[src/rtl/sysid_check_pkg.sv]
// rtl/sysid_check_pkg.sv - shared types and constants for the system-ID check controller
package sysid_check_pkg;

   typedef enum logic [2:0] {
      IDLE,
      RD_ID,
      LAT_ID,
      RD_TS,
      LAT_TS,
      CHECK
   } state_t;

   localparam logic SYSID_ADDR_ID = 1'b0;
   localparam logic SYSID_ADDR_TS = 1'b1;
   localparam int   WAIT_CNT_W    = 16;

endpackage

[src/rtl/sysid_read_port.sv]
// rtl/sysid_read_port.sv - single Avalon-MM read: waitrequest handshake, fixed read latency, stall timeout
module sysid_read_port
   import sysid_check_pkg::*;
#(
   parameter int READ_LATENCY   = 1,
   parameter int TIMEOUT_CYCLES = 255
) (
   input  logic clock,
   input  logic reset,
   input  logic req,
   input  logic lat_en,
   input  logic avm_waitrequest,
   output logic avm_read,
   output logic accepted,
   output logic capture,
   output logic timeout
);

   localparam logic [WAIT_CNT_W-1:0] WAIT_LAST = WAIT_CNT_W'(TIMEOUT_CYCLES - 1);
   localparam logic [1:0] LAT_LAST = (READ_LATENCY > 0) ? 2'(READ_LATENCY - 1) : 2'd0;

   logic                  gap_q;
   logic [WAIT_CNT_W-1:0] wait_cnt;
   logic [1:0]            lat_cnt;

   // After a timeout the strobe drops for one cycle before the retry is issued
   assign avm_read = req && !gap_q;
   assign accepted = avm_read && !avm_waitrequest;
   assign timeout  = avm_read && avm_waitrequest && (wait_cnt == WAIT_LAST);
   assign capture  = (READ_LATENCY == 0) ? accepted : (lat_en && (lat_cnt == LAT_LAST));

   always_ff @(posedge clock) begin
      if (reset) begin
         gap_q    <= 1'b0;
         wait_cnt <= '0;
         lat_cnt  <= '0;
      end else begin
         gap_q <= timeout;
         if (!avm_read || accepted || timeout)
            wait_cnt <= '0;
         else
            wait_cnt <= wait_cnt + 1'b1;
         if (!lat_en)
            lat_cnt <= '0;
         else
            lat_cnt <= lat_cnt + 1'b1;
      end
   end

endmodule

[src/rtl/sysid_check_ctrl.sv]
// rtl/sysid_check_ctrl.sv - reads system-ID and timestamp words, compares them, reports pass/fail
// Optional SYSID_CHECK_PERIODIC_EN: re-run the check every 2^26 cycles while idle.
module sysid_check_ctrl
   import sysid_check_pkg::*;
#(
   parameter logic [31:0] EXPECTED_ID    = 32'h0000_0000,
   parameter logic [31:0] EXPECTED_TS    = 32'd1547560866,
   parameter int          READ_LATENCY   = 1,
   parameter int          TIMEOUT_CYCLES = 255,
   parameter int          MAX_RETRIES    = 2
) (
   input  logic        clock,
   input  logic        reset,
   input  logic        start,
   output logic        avm_address,
   output logic        avm_read,
   input  logic        avm_waitrequest,
   input  logic [31:0] avm_readdata,
   output logic        busy,
   output logic        done,
   output logic        id_ok,
   output logic        ts_ok,
   output logic        timeout_err,
   output logic [31:0] id_value,
   output logic [31:0] ts_value
);

   localparam logic [2:0] RETRY_MAX = 3'(MAX_RETRIES);

   state_t     state_q, state_d;
   logic [2:0] retry_q;
   logic       trigger, launch, req, lat_en, word_ts;
   logic       accepted, capture, timeout;
   logic       fail_to, retry_inc;

`ifdef SYSID_CHECK_PERIODIC_EN
   logic [31:0] per_cnt;

   always_ff @(posedge clock) begin
      if (reset)
         per_cnt <= '0;
      else
         per_cnt <= per_cnt + 1'b1;
   end

   assign trigger = start || (per_cnt[25:0] == 26'h3FF_FFFF);
`else
   assign trigger = start;
`endif

   // busy still covers the done cycle, so a start coinciding with done is dropped
   assign launch  = trigger && (state_q == IDLE) && !busy;
   assign req     = (state_q == RD_ID) || (state_q == RD_TS);
   assign lat_en  = (state_q == LAT_ID) || (state_q == LAT_TS);
   assign word_ts = (state_q == RD_TS) || (state_q == LAT_TS);
   assign avm_address = word_ts ? SYSID_ADDR_TS : SYSID_ADDR_ID;

   sysid_read_port #(
      .READ_LATENCY   (READ_LATENCY),
      .TIMEOUT_CYCLES (TIMEOUT_CYCLES)
   ) u_read_port (
      .clock           (clock),
      .reset           (reset),
      .req             (req),
      .lat_en          (lat_en),
      .avm_waitrequest (avm_waitrequest),
      .avm_read        (avm_read),
      .accepted        (accepted),
      .capture         (capture),
      .timeout         (timeout)
   );

   always_comb begin
      state_d   = state_q;
      fail_to   = 1'b0;
      retry_inc = 1'b0;
      case (state_q)
         IDLE:   if (launch) state_d = RD_ID;
         RD_ID, RD_TS: begin
            if (timeout) begin
               if (retry_q == RETRY_MAX) begin
                  fail_to = 1'b1;
                  state_d = IDLE;
               end else begin
                  retry_inc = 1'b1;
                  state_d   = RD_ID;
               end
            end else if (capture) begin
               state_d = (state_q == RD_ID) ? RD_TS : CHECK;
            end else if (accepted) begin
               state_d = (state_q == RD_ID) ? LAT_ID : LAT_TS;
            end
         end
         LAT_ID: if (capture) state_d = RD_TS;
         LAT_TS: if (capture) state_d = CHECK;
         CHECK:  state_d = IDLE;
         default: state_d = IDLE;
      endcase
   end

   always_ff @(posedge clock) begin
      if (reset) begin
         state_q     <= IDLE;
         retry_q     <= '0;
         busy        <= 1'b0;
         done        <= 1'b0;
         id_ok       <= 1'b0;
         ts_ok       <= 1'b0;
         timeout_err <= 1'b0;
         id_value    <= '0;
         ts_value    <= '0;
      end else begin
         state_q <= state_d;
         done    <= (state_q == CHECK) || fail_to;
         if (capture) begin
            if (word_ts)
               ts_value <= avm_readdata;
            else
               id_value <= avm_readdata;
         end
         if (launch) begin
            busy        <= 1'b1;
            retry_q     <= '0;
            id_ok       <= 1'b0;
            ts_ok       <= 1'b0;
            timeout_err <= 1'b0;
         end
         if (done)
            busy <= 1'b0;
         if (retry_inc && (retry_q != 3'h7))
            retry_q <= retry_q + 1'b1;
         if (state_q == CHECK) begin
            id_ok <= (id_value == EXPECTED_ID);
            ts_ok <= (ts_value == EXPECTED_TS);
         end
         if (fail_to) begin
            timeout_err <= 1'b1;
            id_ok       <= 1'b0;
            ts_ok       <= 1'b0;
         end
      end
   end

endmodule
[config.mk]
export PLATFORM = sky130hd
export DESIGN_NAME = sysid_check_ctrl
export DESIGN_NICKNAME = d
export VERILOG_FILES = /design/src/rtl/sysid_check_pkg.sv /design/src/rtl/sysid_read_port.sv /design/src/rtl/sysid_check_ctrl.sv
export SDC_FILE = /design/constraint.sdc
export NUM_CORES = 1
export LEC_CHECK = 0
export ABC_AREA = 1
export CORE_MARGIN = 4
export CORE_UTILIZATION = 44
export CTS_CLUSTER_SIZE = 16
export DETAILED_ROUTE_END_ITERATION = 8
export PLACE_DENSITY_LB_ADDON = 0.05
export SETUP_SLACK_MARGIN = 0.5
export SLEW_MARGIN = 20
export SYNTH_ARGS = -nofsm -noshare
export SYNTH_HDL_FRONTEND = slang
export SYNTH_SLANG_ARGS = --single-unit
export TNS_END_PERCENT = 10
[constraint.sdc]
create_clock -name clock -period 1.3 [get_ports clock]
set_input_delay 0.195 -clock clock [delete_from_list [all_inputs] [get_ports clock]]
set_output_delay 0.195 -clock clock [all_outputs]
set_load 0.01 [all_outputs]
After elaboration in Yosys (flattened, before gate mapping):

Cells that the tools add are included.

* bits in registers: 94
* bits of input ports: 36
* output and inout port bits: 71
* logic and storage cells: 85

* add/sub/neg operators: 3
* equal/unequal tests: 13
* mux-type cells: 23
* bitwise logic cells: 2
* reduce and logical (&&, ||, !) cells: 32

Operators by type and width (number)
* 32-bit by 31-bit == test with 1-bit output (second input constant): 1
* 32-bit zero test: 1
* 3-bit 2-to-1 mux: 10
* 16-bit by 1-bit adder with 16-bit output (second input constant): 1
* 16-bit by 8-bit == test with 1-bit output (second input constant): 1
* 1-bit 2-to-1 mux: 12
* 3-bit one-hot mux with 4 select lines: 1
* 2-bit OR reduction: 5
* 3-bit by 2-bit == test with 1-bit output (second input constant): 3
* 1-bit logical AND: 8
* 3-bit == test (second input constant): 2
* 1-bit logical OR: 6
* 2-bit != test (second input constant): 3
* 2-bit nonzero test: 3
* 1-bit zero test: 4
* 4-bit by 2-bit != test with 1-bit output (second input constant): 1
* 2-bit AND reduction: 2
* 4-bit AND reduction: 1
* 3-bit by 1-bit adder with 3-bit output (second input constant): 1
* 3-bit by 1-bit == test with 1-bit output (second input constant): 1
* 3-bit zero test: 1
* 3-bit != test (second input constant): 1
* 2-bit by 1-bit adder with 2-bit output (second input constant): 1
* 2-bit zero test: 1
* 1-bit NOT: 2

Longest topological paths before layout:

* word-level depth: 9
* depth in mapped cells: 11
* gate-level depth less buffers: 10

Hierarchy:

From an unflattened synthesis, not the netlist that was laid out.

* cells, all modules: 590
* area total of the unflattened synthesis: 4471.8 um^2

By module, submodules not included
* sysid_check_ctrl: instances 1, cells each 425, area an instance 3343.2 um^2
* sysid_read_port: instances 1, cells each 165, area an instance 1128.6 um^2

Worst setup path before layout:

OpenSTA, ideal clock, no wires.

* kind: reg2reg
* from: register u_read_port.lat_cnt[0]
* to: register ts_value[22]
* library setup time: 0.071 ns
* arrival time: 1.313 ns
* path slack: -0.084 ns
* stages on the path, launching flop included: 7
* buffers on the path: 2
* period minus slack after synthesis: 1.384 ns
* cells stage by stage: dfxtp_1 > inv_1 > ha_1 > buf_2 > buf_1 > nand3_1 > a21oi_1

* word-level cells in the longest chain between the ends: 3

RTL lines
* start: declaration: line sysid_read_port.sv:24 `logic [1:0] lat_cnt;`
* start signal: assignment: line sysid_read_port.sv:46 `lat_cnt <= lat_cnt + 1'b1;`
* 2-bit zero test: line sysid_read_port.sv:30 `assign capture = (READ_LATENCY == 0) ? accepted : (lat_en && (lat_cnt == LAT_LAST));`
* 1-bit logical AND: line sysid_read_port.sv:30
* 2-bit AND reduction (no line)
* end signal: assignment: line sysid_check_ctrl.sv:117 `ts_value <= avm_readdata;`
* end: declaration: line sysid_check_ctrl.sv:25 `output logic [31:0] ts_value`

Every way passes these cells.
A chain may end at the register's enable or synchronous reset.

Worst setup path after layout:

* from: register retry_q[0]
* to: register timeout_err

* word-level cells in the longest chain between the ends: 5

RTL lines
* start: declaration: line sysid_check_ctrl.sv:31 `logic [2:0] retry_q;`
* start signal: assignment: line sysid_check_ctrl.sv:131 `retry_q <= retry_q + 1'b1;`
* 3-bit by 2-bit == test with 1-bit output *: line sysid_check_ctrl.sv:81 `if (retry_q == RETRY_MAX) begin`
* 1-bit 2-to-1 mux *: line sysid_check_ctrl.sv:81
* 1-bit 2-to-1 mux *: line sysid_check_ctrl.sv:80 `if (timeout) begin`
* 1-bit 2-to-1 mux *: line sysid_check_ctrl.sv:77 `case (state_q)`
* 1-bit 2-to-1 mux or 2-bit nonzero test (tied branches)
* end signal: assignment: line sysid_check_ctrl.sv:109 `timeout_err <= 1'b0;`
* end signal: assignment: line sysid_check_ctrl.sv:126 `timeout_err <= 1'b0;`
* end signal: assignment: line sysid_check_ctrl.sv:137 `timeout_err <= 1'b1;`
* end: declaration: line sysid_check_ctrl.sv:23 `output logic timeout_err,`

Every way passes the cells marked *; elsewhere a longest branch is shown, timed or not.

==> flow_summary.yaml <==
logic_synthesis:
  synth.most_common_cell: "sky130_fd_sc_hd__nor2_1"
  synthFlopType: "sky130_fd_sc_hd__dfxtp_1"
  ys_ff_latch: 94
  synthDominantCellAreaShare_pct: 47.2
  synth.lib_cells_used.distinct: 33
  leading_cell_types_by_count_after_synthesis: "101 x sky130_fd_sc_hd__nor2_1, 94 x sky130_fd_sc_hd__dfxtp_1, 60 x sky130_fd_sc_hd__nand2_1"
  synth_edf_count: 0
  synth_area_leader_cell: "sky130_fd_sc_hd__dfxtp_1"
  ys_warn_count: 0
  synth.yosys.seq_area_share_pct: 47.2
  synthTopCellsByArea: "sky130_fd_sc_hd__dfxtp_1 47%, sky130_fd_sc_hd__nor2_1 9.5%, sky130_fd_sc_hd__a21oi_1 6.4%"
  synth_cells: 524
  synth_area_um2: 3990
  postSynthAreaPerCell_um2: 7.61
  synthArstFlopShare_pct: 0
  synth_nets: 566
place:
  pre_cts_ws_ps: -327
  port_buffers: 106
  gp_routability_congestion: 0.825
  detailed_place.area_um2: 5550
  detailed_place_hpwl_mm: 8.28
timing:
  report.final.setup_viol: 31
  timing.final.crit_share_pct: 110
  grt_setup_unrepaired: "yes"
  clock_skew_ps: 13.1
  worst_slew_pin_slew_ps: 392
  whs_ps: 428
  finalWorstSetupSlack_ps: -133
  clock.fmax_mhz: 698
  finalHoldViolations: 0
  slew_headroom_pct: 73.6
  slew_violations: 0
  fin_crit_ps: 1430
cts:
  tritoncts: "done"
  cts.hold.buffers_added: 0
  cts_buffer_depth: 2
  cts.sink_count: 94
  ctsHtreeMaxLevel: 3
  cts_inserted_buffers: 9
  worst_setup_hold_path_clk_slew_ps: 80
  cts.root.buffer_cell: "sky130_fd_sc_hd__clkbuf_8"
  clkLatencyLatePin_ps: 360
cells_and_area:
  utilization_pct: 73.4
  num-nets-final: 743
  flow.area_growth_from_synthesis_pct: 61.3
  number_of_inserted_diodes: 0
  fin_area_um2: 6430
  layout_cells_sized_above_1_pct: 43.4
min_path:
  holdCritPathClass: "reg2reg"
worst_setup_path:
  worstSetupStartpointType: "flip-flop"
  required_ps: 1530
  worstPathArrival_ps: 1660
  critical_path.endpoint_type: "flip-flop"
  timing_worst_setup_path_type: "reg2reg"
  timing.critical_path.fanout_max: 4
power_and_ir_drop:
  power.density_nw_per_um2: 1670
  leakagePower_nw: 2.63
  ir_drop_uv: 1170
run_status:
  violations_in_the_final_reports: "negative setup slack"
  run_status: "finished with violations"
global_routing:
  grt_start_max_net_pins: 50
  number_of_global_route_vias_before_repair: 3901
  groute.usage.overall_pct: 21.8
  grt_first_pass_wirelength_mm: 18.3
  number_of_antenna_violations_at_the_first_check_in_global_routing: 0
  grt_remaining_overflow: 0
die:
  floorplan_die_area_um2: 10700
  ios: 107
  design.core.area_um2: 8760
  floorplan.die.width_um: 103
  floorplan.rows: 34
  floorplan.die.height_um: 103
  start_util_pct: 45.5
drt:
  drt_first_pass_iters: 4
  drt-vias-per-instance: 5.02
  drcViolationCount: 0
  num_vias: 4081
  drt_iter0_markers: 122
  detail_route.wirelength_mm: 11.7
  route.antenna.remaining_nets: 0
  drt-wirelength-per-cell_um: 14.4
run:
  drv.max_cap_violation_count: 0
## state kept, by name (all words and copies together) (netlist names), 2 cells and up
register / count
id_value: 32
retry_q: 3
state_q: 3
u_read_port.wait_cnt: 16
u_read_port.lat_cnt: 2
ts_value: 32
## worst paths after layout
kind	end	slack (ps)	start	cells after the start
worst max-delay path	timeout_err$_SDFFE_PP0P_	-130	retry_q[0]$_SDFFE_PP0P_	8
worst min-delay path	u_read_port.lat_cnt[0]$_SDFF_PP0_	430	u_read_port.lat_cnt[0]$_SDFF_PP0_	1
worst max register to register	timeout_err$_SDFFE_PP0P_	-130	retry_q[0]$_SDFFE_PP0P_	8
worst min register to register	u_read_port.lat_cnt[0]$_SDFF_PP0_	430	u_read_port.lat_cnt[0]$_SDFF_PP0_	1
## layout make-up
| class | count | area (um^2) |
|---|---|---|
| Inverter | 49 | 191 |
| Sequential cell | 94 | 1980 |
| Tap cell | 108 | 135 |
| Timing Repair Buffer | 188 | 1840 |
| Multi-Input combinational cell | 359 | 2050 |
| Fill cell | 670 | 2330 |
| Clock buffer | 9 | 124 |
| Clock inverter | 6 | 111 |
## what timing repair did
item | CTS | global route
endpoints found under the setup margin | 165 | 165
cloned | 1 | 0
pin swaps | 11 | 16
setup buffers | 20 | 4
resized for setup | 467 | 68
## power breakdown
group | switching (W) | internal, W | total [W] | leakage [nW]
registers | 0.000463 | 0.00352 | 0.00398 | 0.795
clock network | 0.00102 | 0.00127 | 0.00229 | 0.115
logic | 0.00221 | 0.00227 | 0.00449 | 1.72
## metal layers
metal / vias to the layer above / share of wire, % / GRT usage [%]
met5: - / 0 / 0
met4: 0 / 1.5 / 7.07
met3: 15 / 5.4 / 2.82
met2: 97 / 51 / 38.6
met1: 1901 / 42 / 27.4
li1: 2068 / - / -
## metrics by stage
step,total power (W),std cells,setup TNS [ps]
floorplan,0.00591,524,-201
global placement,0.00777,773,-6550
detailed placement,0.00786,773,-8770
CTS,0.0107,809,-1500
global route,0.0114,813,-6180
finish,0.0108,813,-1540
## cell usage in the layout, fill, tap and decap left out, types with 8 or more instances in the layout
cell                              instances
sky130_fd_sc_hd__a21oi_1                 47
sky130_fd_sc_hd__nand2_1                 56
sky130_fd_sc_hd__nor2_4                   8
sky130_fd_sc_hd__inv_1                   36
sky130_fd_sc_hd__dfxtp_2                 64
sky130_fd_sc_hd__dfxtp_1                 26
sky130_fd_sc_hd__buf_4                   70
sky130_fd_sc_hd__nor2_1                  91
sky130_fd_sc_hd__o21ai_1                 36
sky130_fd_sc_hd__inv_2                   11
sky130_fd_sc_hd__clkdlybuf4s50_1         35
sky130_fd_sc_hd__buf_6                   70
sky130_fd_sc_hd__nand3_1                 33
sky130_fd_sc_hd__nand4_1                 12
sky130_fd_sc_hd__o21ai_2                  9
sky130_fd_sc_hd__nor2_2                   9
sky130_fd_sc_hd__clkbuf_8                 9
## cell families (layout without fill, tap and decap cells)
family | Yosys count | after routing | synth area share [%]
compound gates | 104 | 104 | 13.4
buf+inv | 72 | 252 | 7.97
fa+ha+maj | 6 | 6 | 1.88
flops | 94 | 94 | 47.2
xor+xnor | 8 | 8 | 1.76
simple gates | 240 | 241 | 27.8
## critical path: stages (launching register included)
cell and delay, ps:
sky130_fd_sc_hd__dfxtp_2 340, sky130_fd_sc_hd__inv_2 70, sky130_fd_sc_hd__ha_4 120, sky130_fd_sc_hd__inv_2 30, sky130_fd_sc_hd__or2_4 230, sky130_fd_sc_hd__inv_2 60, sky130_fd_sc_hd__nand4_1 200, sky130_fd_sc_hd__nand3_1 200
sky130_fd_sc_hd__a21oi_2 70
Note: power is estimated with default switching activity, not from simulation.
